$ cat config.mk
export PLATFORM = sky130hd
export DESIGN_NAME = mac_sequencer
export DESIGN_NICKNAME = d
export VERILOG_FILES = /design/src/rtl/mac_sequencer.sv
export SDC_FILE = /design/constraint.sdc
export NUM_CORES = 1
export LEC_CHECK = 0
export CORE_MARGIN = 2
export CORE_UTILIZATION = 40
export DETAILED_ROUTE_END_ITERATION = 6
export PLACE_DENSITY = 0.91
export SYNTH_ARGS = -nofsm -noshare
export SYNTH_HDL_FRONTEND = slang
export SYNTH_SLANG_ARGS = --single-unit
$ cat constraint.sdc
create_clock -name clk -period 3.88 [get_ports clk]
set_clock_uncertainty 0.1 [all_clocks]
set_input_delay 0.776 -clock clk [delete_from_list [all_inputs] [get_ports clk]]
set_output_delay 0.776 -clock clk [all_outputs]
set_load 0.01 [all_outputs]
$ cat src/rtl/mac_sequencer.sv
// mac_sequencer: runs an N-term dot product through the external 16x16+36 MAC.
// Each cycle it reads one X/Y operand pair from the two RAM ports and feeds the
// registered MAC sum back as the addend. At the end it captures the 37-bit
// total in result and flags overflow when bit 36 of any partial sum was set.
module mac_sequencer #(
    parameter int ADDR_W = 8
) (
    input  logic              clk,
    input  logic              reset_n,
    input  logic              start,
    input  logic              abort,
    input  logic [ADDR_W-1:0] x_base,
    input  logic [ADDR_W-1:0] y_base,
    input  logic [ADDR_W:0]   len,
    input  logic              clear_acc,
    input  logic              sign_x,
    input  logic              sign_y,
    output logic              x_rd,
    output logic [ADDR_W-1:0] x_addr,
    input  logic [15:0]       x_data,
    output logic              y_rd,
    output logic [ADDR_W-1:0] y_addr,
    input  logic [15:0]       y_data,
    output logic [15:0]       mac_x,
    output logic [15:0]       mac_y,
    output logic [35:0]       mac_r,
    output logic              mac_tcx,
    output logic              mac_tcyl,
    input  logic [36:0]       mac_z,
    output logic              busy,
    output logic              done,
    output logic [36:0]       result,
    output logic              overflow
);

    typedef enum logic [2:0] {
        ST_IDLE  = 3'd0,
        ST_ISSUE = 3'd1,
        ST_RUN   = 3'd2,
        ST_DRAIN = 3'd3,
        ST_DONE  = 3'd4
    } state_t;

    localparam logic [ADDR_W-1:0] ADDR_ZERO = {ADDR_W{1'b0}};
    localparam logic [ADDR_W-1:0] ADDR_ONE  = {{(ADDR_W-1){1'b0}}, 1'b1};
    localparam logic [ADDR_W:0]   LEN_ZERO  = {(ADDR_W+1){1'b0}};
    localparam logic [ADDR_W:0]   LEN_ONE   = {{ADDR_W{1'b0}}, 1'b1};

    state_t            state_r;
    logic [ADDR_W:0]   rd_left_r;     // reads still to issue after the current one
    logic              x_rd_r;
    logic              y_rd_r;
    logic [ADDR_W-1:0] x_addr_r;
    logic [ADDR_W-1:0] y_addr_r;
    logic              valid_r;       // RAM data on x_data/y_data belongs to this run
    logic              first_r;       // first product of the run: addend is the init value
    logic              ovf_win_r;     // mac_z holds a partial sum of this run
    logic              clear_acc_r;
    logic              tcx_r;
    logic              tcyl_r;
    logic              busy_r;
    logic              done_r;
    logic [36:0]       result_r;
    logic              overflow_r;

    logic [15:0]       mac_x_s;
    logic [15:0]       mac_y_s;
    logic [35:0]       mac_r_s;

    // Route RAM data and the accumulator feedback onto the MAC inputs only while a product is due.
    always_comb begin
        mac_x_s = 16'h0000;
        mac_y_s = 16'h0000;
        mac_r_s = 36'h0_0000_0000;
        if (valid_r) begin
            mac_x_s = x_data;
            mac_y_s = y_data;
            if (first_r) begin
                if (clear_acc_r) begin
                    mac_r_s = 36'h0_0000_0000;
                end else begin
                    mac_r_s = result_r[35:0];
                end
            end else begin
                // Bit 36 is dropped: the accumulator wraps at 36 bits.
                mac_r_s = mac_z[35:0];
            end
        end else begin
            mac_x_s = 16'h0000;
            mac_y_s = 16'h0000;
            mac_r_s = 36'h0_0000_0000;
        end
    end

    // Sequencer FSM: read issue, pipeline tracking, result capture and status flags.
    always_ff @(posedge clk) begin
        if (!reset_n) begin
            state_r     <= ST_IDLE;
            rd_left_r   <= LEN_ZERO;
            x_rd_r      <= 1'b0;
            y_rd_r      <= 1'b0;
            x_addr_r    <= ADDR_ZERO;
            y_addr_r    <= ADDR_ZERO;
            valid_r     <= 1'b0;
            first_r     <= 1'b0;
            ovf_win_r   <= 1'b0;
            clear_acc_r <= 1'b0;
            tcx_r       <= 1'b0;
            tcyl_r      <= 1'b1;
            busy_r      <= 1'b0;
            done_r      <= 1'b0;
            result_r    <= 37'h00_0000_0000;
            overflow_r  <= 1'b0;
        end else if (abort && (state_r != ST_IDLE)) begin
            // Cancel: stop reading, discard the pipeline, keep result and overflow.
            state_r   <= ST_IDLE;
            x_rd_r    <= 1'b0;
            y_rd_r    <= 1'b0;
            valid_r   <= 1'b0;
            first_r   <= 1'b0;
            ovf_win_r <= 1'b0;
            busy_r    <= 1'b0;
            done_r    <= 1'b0;
        end else begin
            // Data returns one cycle after the read; the sum returns one cycle after that.
            valid_r   <= x_rd_r;
            first_r   <= (state_r == ST_ISSUE);
            ovf_win_r <= valid_r;
            done_r    <= 1'b0;
            if (ovf_win_r && mac_z[36]) begin
                overflow_r <= 1'b1;
            end else begin
                overflow_r <= overflow_r;
            end

            case (state_r)
                ST_IDLE: begin
                    if (start) begin
                        tcx_r       <= sign_x;
                        tcyl_r      <= ~sign_y;
                        clear_acc_r <= clear_acc;
                        overflow_r  <= 1'b0;
                        if (len == LEN_ZERO) begin
                            // Empty run: finish at once, optionally clearing the result.
                            if (clear_acc) begin
                                result_r <= 37'h00_0000_0000;
                            end else begin
                                result_r <= result_r;
                            end
                            done_r  <= 1'b1;
                            state_r <= ST_DONE;
                        end else begin
                            x_addr_r  <= x_base;
                            y_addr_r  <= y_base;
                            x_rd_r    <= 1'b1;
                            y_rd_r    <= 1'b1;
                            rd_left_r <= len - LEN_ONE;
                            busy_r    <= 1'b1;
                            state_r   <= ST_ISSUE;
                        end
                    end else begin
                        state_r <= ST_IDLE;
                    end
                end
                ST_ISSUE, ST_RUN: begin
                    if (x_rd_r && (rd_left_r != LEN_ZERO)) begin
                        x_addr_r  <= x_addr_r + ADDR_ONE;
                        y_addr_r  <= y_addr_r + ADDR_ONE;
                        rd_left_r <= rd_left_r - LEN_ONE;
                    end else begin
                        x_rd_r <= 1'b0;
                        y_rd_r <= 1'b0;
                    end
                    // Reads have ended and the last operands are on the MAC this cycle.
                    if ((state_r == ST_RUN) && !x_rd_r) begin
                        state_r <= ST_DRAIN;
                    end else begin
                        state_r <= ST_RUN;
                    end
                end
                ST_DRAIN: begin
                    result_r <= mac_z;
                    busy_r   <= 1'b0;
                    done_r   <= 1'b1;
                    state_r  <= ST_DONE;
                end
                ST_DONE: begin
                    state_r <= ST_IDLE;
                end
                default: begin
                    state_r <= ST_IDLE;
                end
            endcase
        end
    end

    assign x_rd     = x_rd_r;
    assign y_rd     = y_rd_r;
    assign x_addr   = x_addr_r;
    assign y_addr   = y_addr_r;
    assign mac_x    = mac_x_s;
    assign mac_y    = mac_y_s;
    assign mac_r    = mac_r_s;
    assign mac_tcx  = tcx_r;
    assign mac_tcyl = tcyl_r;
    assign busy     = busy_r;
    assign done     = done_r;
    assign result   = result_r;
    assign overflow = overflow_r;

endmodule

==> Yosys cells after proc, flatten, opt, wreduce, memory -nomap -nowiden <==
Cells that the tools add are included.
{ "word_totals": {"register_bits": 75, "output_inout_bits": 128, "word_cells": 85} }
{ "classes": {"add_sub_neg": 4, "n_eq_ne": 9, "muxes": 36, "bitwise_logic": 3, "n_reduce_logical": 18} }
{ "op_table": {"columns": ["operator", "count"], "rows": [
  ["2-to-1 mux 37 bit", 3],
  ["2-to-1 mux 36 bit", 3],
  ["case mux 37 bit (2 select lines)", 1],
  ["2-to-1 mux 8 bit", 6],
  ["2-to-1 mux 16 bit", 2],
  ["case mux 8 bit (2 select lines)", 2],
  ["2-to-1 mux 9 bit", 3],
  ["case mux 9 bit (2 select lines)", 1],
  ["subtractor 9 x 1 -> 9 bit, second input constant", 2],
  ["adder 8 x 1 -> 8 bit, second input constant", 2],
  ["inequality test 2 bit, second input constant", 6],
  ["AND reduction 5 bit", 2],
  ["logical NOT 9 bit", 1],
  ["2-to-1 mux 1 bit", 9],
  ["case mux 3 bit (3 select lines)", 1],
  ["nonzero test 9 bit", 1],
  ["== test 3 x 2 -> 1 bit, second input constant", 2],
  ["2-to-1 mux 3 bit", 2],
  ["case mux 1 bit (2 select lines)", 3],
  ["AND reduction 3 bit", 2],
  ["logical AND 1 bit", 4],
  ["AND reduction 4 bit", 1],
  ["nonzero test 2 bit", 2],
  ["OR reduction 2 bit", 2],
  ["other kinds (5)", 7]
]} }

==> Logic depth before layout (Yosys ltp) <==
{ "depth": {"depth_word": 4, "mapped_depth": 13} }

==> Worst setup path after synthesis <==
OpenSTA, ideal clock, no wires.
{ "synth_path": {"kind": "reg2reg", "start": "register state_r[1]", "end": "register rd_left_r[8]", "t_arrival_ps": 3126, "required_ps": 3648, "setup_slack_ps": 522, "path_stages_with_launch": 14, "cell_sequence": "dfxtp_1 buf_4 xnor2_2 or2_2 clkbuf_1 buf_2 buf_2 mux2i_1 ha_1 or4b_2 nor4_1 mux2_2 a2bb2oi_1 a21oi_1"} }
{ "synth_between": {"elab_chain_cells": 4} }
{ "synth_lines": {"columns": ["element", "line_no", "rtl"], "rows": [
  ["start, declared", "49", "state_t state_r;"],
  ["start signal, assigned", "98", "state_r <= ST_IDLE;"],
  ["start signal, assigned", "116", "state_r <= ST_IDLE;"],
  ["start signal, assigned", "151", "state_r <= ST_DONE;"],
  ["== test 3 x 1 -> 1 bit, or another cell as far along", "136", "case (state_r)"],
  ["OR reduction 2 bit or logical AND 1 bit (tied branches)", "136, 114", null],
  ["inequality test 2 bit (no line), or another cell as far along", null, null],
  ["AND reduction 5 bit (no line)", null, null],
  ["end signal, assigned", "157", "rd_left_r <= len - LEN_ONE;"],
  ["end signal, assigned", "169", "rd_left_r <= rd_left_r - LEN_ONE;"],
  ["end, declared", "50", "logic [ADDR_W:0] rd_left_r;"]
]} }
Parallel ways exist; a longest one is shown, timed or not.
A chain may end at the register's enable or synchronous reset.

==> Worst setup path after layout <==
{ "layout_path": {"start": "register first_r", "end": "output port mac_r[29]"} }
{ "layout_between": {"elab_chain_cells": 2} }
{ "layout_lines": {"columns": ["element", "line_no", "rtl"], "rows": [
  ["start, declared", "56", "logic first_r;"],
  ["start signal, assigned", "127", "first_r <= (state_r == ST_ISSUE);"],
  ["2-to-1 mux 36 bit", "78", "if (first_r) begin"],
  ["2-to-1 mux 36 bit", "75", "if (valid_r) begin"],
  ["end, declared", "26", "output logic [35:0] mac_r,"]
]} }
Every way passes these cells.

==> metrics.txt <==
# TYPE chip_impl_metric gauge
chip_impl_metric{name="ctsHoldBuffers",unit=""} 0
chip_impl_metric{name="netlist_area",unit="sq mm"} 0.00443
chip_impl_metric{name="timing.critical_path.buf_inv",unit=""} 2
chip_impl_metric{name="number_of_enable_flip_flop_cells_after_synthesis",unit=""} 0
chip_impl_metric{name="cell_internal_pwr",unit="mW"} 1.87
chip_impl_metric{name="post_synth.cell_area_avg",unit="sq um"} 8.42
chip_impl_metric{name="gp_congestion",unit=""} 0.856
chip_impl_metric{name="post_cts.resized_instances",unit=""} 0
chip_impl_metric{name="wire_length_of_the_first_global_routing_pass",unit="mm"} 22.9
chip_impl_metric{name="diodes",unit=""} 0
chip_impl_metric{name="layout.cell_area.non_filler",unit="sq mm"} 0.00699
chip_impl_metric{name="postSynthRegisterBits",unit=""} 75
chip_impl_metric{name="wl",unit="mm"} 15.2
chip_impl_metric{name="post-cts-setup-buffer-count",unit=""} 0
chip_impl_metric{name="synth_cells",unit=""} 526
chip_impl_metric{name="vias",unit=""} 4883
chip_impl_metric{name="fp.dieW",unit="um"} 109
chip_impl_info{name="netlist.top_cell.by_area",value="dfxtp_1"} 1
chip_impl_metric{name="clk_path_buf_depth",unit=""} 2
chip_impl_metric{name="worst_slew_margin_rel",unit=""} 0.269
chip_impl_metric{name="flow.area_growth_from_synthesis",unit="%"} 57.9
chip_impl_metric{name="cellPowerDensity",unit="mW/mm^2"} 411
chip_impl_metric{name="floorplan.die.height",unit="um"} 109
chip_impl_metric{name="comb_power_share",unit=""} 0.401
chip_impl_metric{name="ys_types",unit=""} 55
chip_impl_metric{name="crit_fanout",unit=""} 57
chip_impl_metric{name="post-route-drc-count",unit=""} 0
chip_impl_metric{name="area.sequential",unit="sq mm"} 0.00150
chip_impl_metric{name="totalNegativeSetupSlack",unit="ns"} 0
chip_impl_metric{name="synth-adder-area-share",unit=""} 0.00847
chip_impl_metric{name="first_global_vias",unit=""} 4658
chip_impl_info{name="yosys-top-cells-area",value="dfxtp_1 (34%), a22o_1 (7.3%), nand3b_1 (6.6%)"} 1
chip_impl_metric{name="first_pass_iters",unit=""} 5
chip_impl_metric{name="critPathMaxStageDelay",unit="ns"} 0.91
chip_impl_metric{name="postPlaceCellArea",unit="sq mm"} 0.00677
chip_impl_metric{name="setup_viol_count_final",unit=""} 0
chip_impl_info{name="critPathSlowestCell",value="dfxtp_2"} 1
chip_impl_metric{name="period_minus_slack",unit="ns"} 3.37
chip_impl_metric{name="fin_total_pwr",unit="mW"} 2.88
chip_impl_info{name="holdCritPathClass",value="register to register"} 1
chip_impl_metric{name="maximum_number_of_pins_on_one_net_before_global_route_repair",unit=""} 58
chip_impl_info{name="postSynth.topFlopCell",value="dfxtp_1"} 1
chip_impl_metric{name="clock_power_share",unit=""} 0.247
chip_impl_metric{name="post_synth_and_or_nand_nor_area_fraction",unit=""} 0.313
chip_impl_metric{name="vias_per_cell",unit=""} 5.57
chip_impl_metric{name="maxClockFrequency",unit="GHz"} 0.297
chip_impl_metric{name="vdd.ir_drop.worst",unit="uV"} 340
chip_impl_metric{name="clkSinkCount",unit=""} 75
chip_impl_metric{name="synth_mux_area_frac",unit=""} 0.00932
chip_impl_metric{name="overflow",unit=""} 0
chip_impl_metric{name="timing.final.hold_violations",unit=""} 0
chip_impl_info{name="critical_path.endpoint_type",value="primary output"} 1
chip_impl_metric{name="number_of_max_cap_violations",unit=""} 0
chip_impl_info{name="synth_top_family_by_area",value="simple AND/OR/NAND/NOR gates"} 1
chip_impl_metric{name="grtUsageTotal",unit=""} 0.238
chip_impl_metric{name="tritoncts.num_buffers",unit=""} 9
chip_impl_metric{name="clk_pin_slew_worst_paths",unit="ns"} 0.08
chip_impl_metric{name="async_flop_share",unit=""} 0
chip_impl_metric{name="multiInputGateArea",unit="sq mm"} 0.00269
chip_impl_metric{name="setup_slack",unit="ns"} 0.510
chip_impl_metric{name="core.rowCount",unit=""} 38
chip_impl_metric{name="final.fill_count",unit=""} 889
chip_impl_metric{name="routed_wire_length_per_instance",unit="um"} 17.4
chip_impl_metric{name="synth-seq-area-share",unit=""} 0.339
chip_impl_metric{name="synth_xor_area_frac",unit=""} 0.00565
chip_impl_info{name="timing.critical_path.max_delay_family",value="flip-flops"} 1
chip_impl_info{name="ctsRootBufferMaster",value="clkbuf_8"} 1
chip_impl_metric{name="mappedNetlistNets",unit=""} 630
chip_impl_info{name="path_cells",value="buf_4, nand3b_1, a21boi_0, clkdlybuf4s50_1"} 1
chip_impl_info{name="status",value="complete, no violations"} 1
chip_impl_metric{name="hpwl",unit="mm"} 11.1
chip_impl_metric{name="iteration_0_drc_count_of_the_detailed_router",unit=""} 341
chip_impl_metric{name="worstPathRequired",unit="ns"} 3.00
chip_impl_metric{name="final-max-slew-violation-count",unit=""} 0
chip_impl_metric{name="buffers_on_ports",unit=""} 228
chip_impl_metric{name="layout_worst_path_cycle_share",unit=""} 0.868
chip_impl_metric{name="tightest_slew",unit="ns"} 1.10
chip_impl_metric{name="place_worst_setup_slack",unit="ns"} 0.539
chip_impl_info{name="rsz0062_at_grt",value="no"} 1
chip_impl_info{name="final_cell_mix",value="clkdlybuf4s50_1 (228), dfxtp_1 (73), nand2b_1 (43), nand3b_1 (39), and2_1 (38)"} 1
chip_impl_info{name="worst-setup-path-type",value="register to primary output"} 1
chip_impl_metric{name="share_of_total_power_consumed_by_net_switching",unit=""} 0.351
chip_impl_metric{name="synth-compound-area-share",unit=""} 0.271
chip_impl_metric{name="seqPwrFrac",unit=""} 0.352
chip_impl_metric{name="detail-route-antenna-nets",unit=""} 0
chip_impl_info{name="final_common_cell",value="clkdlybuf4s50_1"} 1
chip_impl_info{name="cts_tree",value="yes"} 1
chip_impl_metric{name="worstSkewPairLatency",unit="ns"} 0.34
chip_impl_metric{name="initial_antenna_violation_count",unit=""} 0
chip_impl_metric{name="core-area",unit="sq mm"} 0.0108
chip_impl_metric{name="number_of_levels_in_the_clock_h_tree",unit=""} 3
chip_impl_metric{name="p_sw",unit="mW"} 1.01
chip_impl_metric{name="synth_top_cell_area_share",unit=""} 0.339
chip_impl_metric{name="post_route_cells_drive_above_1_share",unit=""} 0.0639
chip_impl_metric{name="initial_core_util",unit=""} 0.409
chip_impl_info{name="critPathLaunchType",value="register"} 1
chip_impl_metric{name="floorplan.die_area",unit="sq mm"} 0.0119
chip_impl_metric{name="timing.critical_path.arrival",unit="ns"} 2.49
chip_impl_metric{name="ios",unit=""} 229
chip_impl_metric{name="layout.nets",unit=""} 837
chip_impl_metric{name="p_leak",unit="nW"} 2.52
chip_impl_metric{name="yosys_warnings",unit=""} 0
==> cell families after synthesis <==
| group | after synthesis |
|---|---|
| DFF | 75 |
| adders and majority gates | 3 |
| buffers and inverters | 50 |
| and+or+nand+nor | 233 |
| AOI/OAI and AO/OA | 159 |
| muxes | 4 |
| xor gates and xnor gates | 2 |
==> power by group through the flow <==
stage / sequential [mW] / clock (mW) / combinational [mW]
final: 1.01 / 0.710 / 1.15
after global routing: 1.03 / 0.764 / 1.25
after CTS: 1.01 / 0.733 / 1.15
after detailed placement: 1.03 / 0 / 1.14
after global placement: 1.02 / 0 / 1.12
after floorplan: 0.987 / 0 / 0.693
==> cell usage after synthesis (all sizes together), types with 16 or more instances <==
cell type  count
nand3b        39
nand2         31
a21oi         29
dfxtp         75
nor2          29
and2          38
buf           16
nand2b        43
clkbuf        29
o21ai         16
a22o          37
a21boi        40
==> worst register-to-register path: stages (launching register included) <==
cell,delay (ns)
dfxtp_1,0.53
xnor2_2,0.13
or2_2,0.33
mux2i_1,0.21
ha_1,0.32
or4b_2,0.67
nor4_1,0.18
mux2_2,0.21
a2bb2oi_1,0.16
a21oi_1,0.08
==> area by class of cell <==
class,count,area share
flip-flops and latches,75,0.215
well taps,140,0.0250
clock buffers,9,0.0177
repair buffers,241,0.340
multi-input cells,401,0.384
clock inverters,5,0.0148
inverters,5,0.00268
==> state kept, by name, indices dropped and copies added, names as in the netlist, 3 cells and up <==
| name | cells |
|---|---|
| rd_left_r | 9 |
| result | 37 |
| state_r | 3 |
| x_addr | 8 |
| y_addr | 8 |
==> routing by layer <==
metal  global-route usage  wire (um)
met4               0.0660        227
met3               0.0652       1400
met2                0.404       7410
met5                    0          0
met1                0.296       6200
==> path summary, 6_finish.rpt <==
| path | start | endpoint | slack [ns] | cells past startpoint |
|---|---|---|---|---|
| setup / recovery | first_r | mac_r[29] | 0.51 | 4 |
| hold / removal | mac_tcx | mac_tcx | 0.37 | 2 |
| setup reg to reg | state_r[1] | rd_left_r[8] | 0.83 | 9 |
| hold reg to reg | mac_tcx | mac_tcx | 0.37 | 2 |
==> stage by stage <==
stage | instances | utilization | hold slack [ns]
after floorplan | 526 | - | 0.357
after global placement | 862 | 0.624 | 0.349
after detailed placement | 862 | 0.624 | 0.356
after CTS | 876 | 0.645 | 0.371
after global routing | 876 | 0.645 | 0.408
final | 876 | 0.645 | 0.371
(Power assumes the default switching activity.)
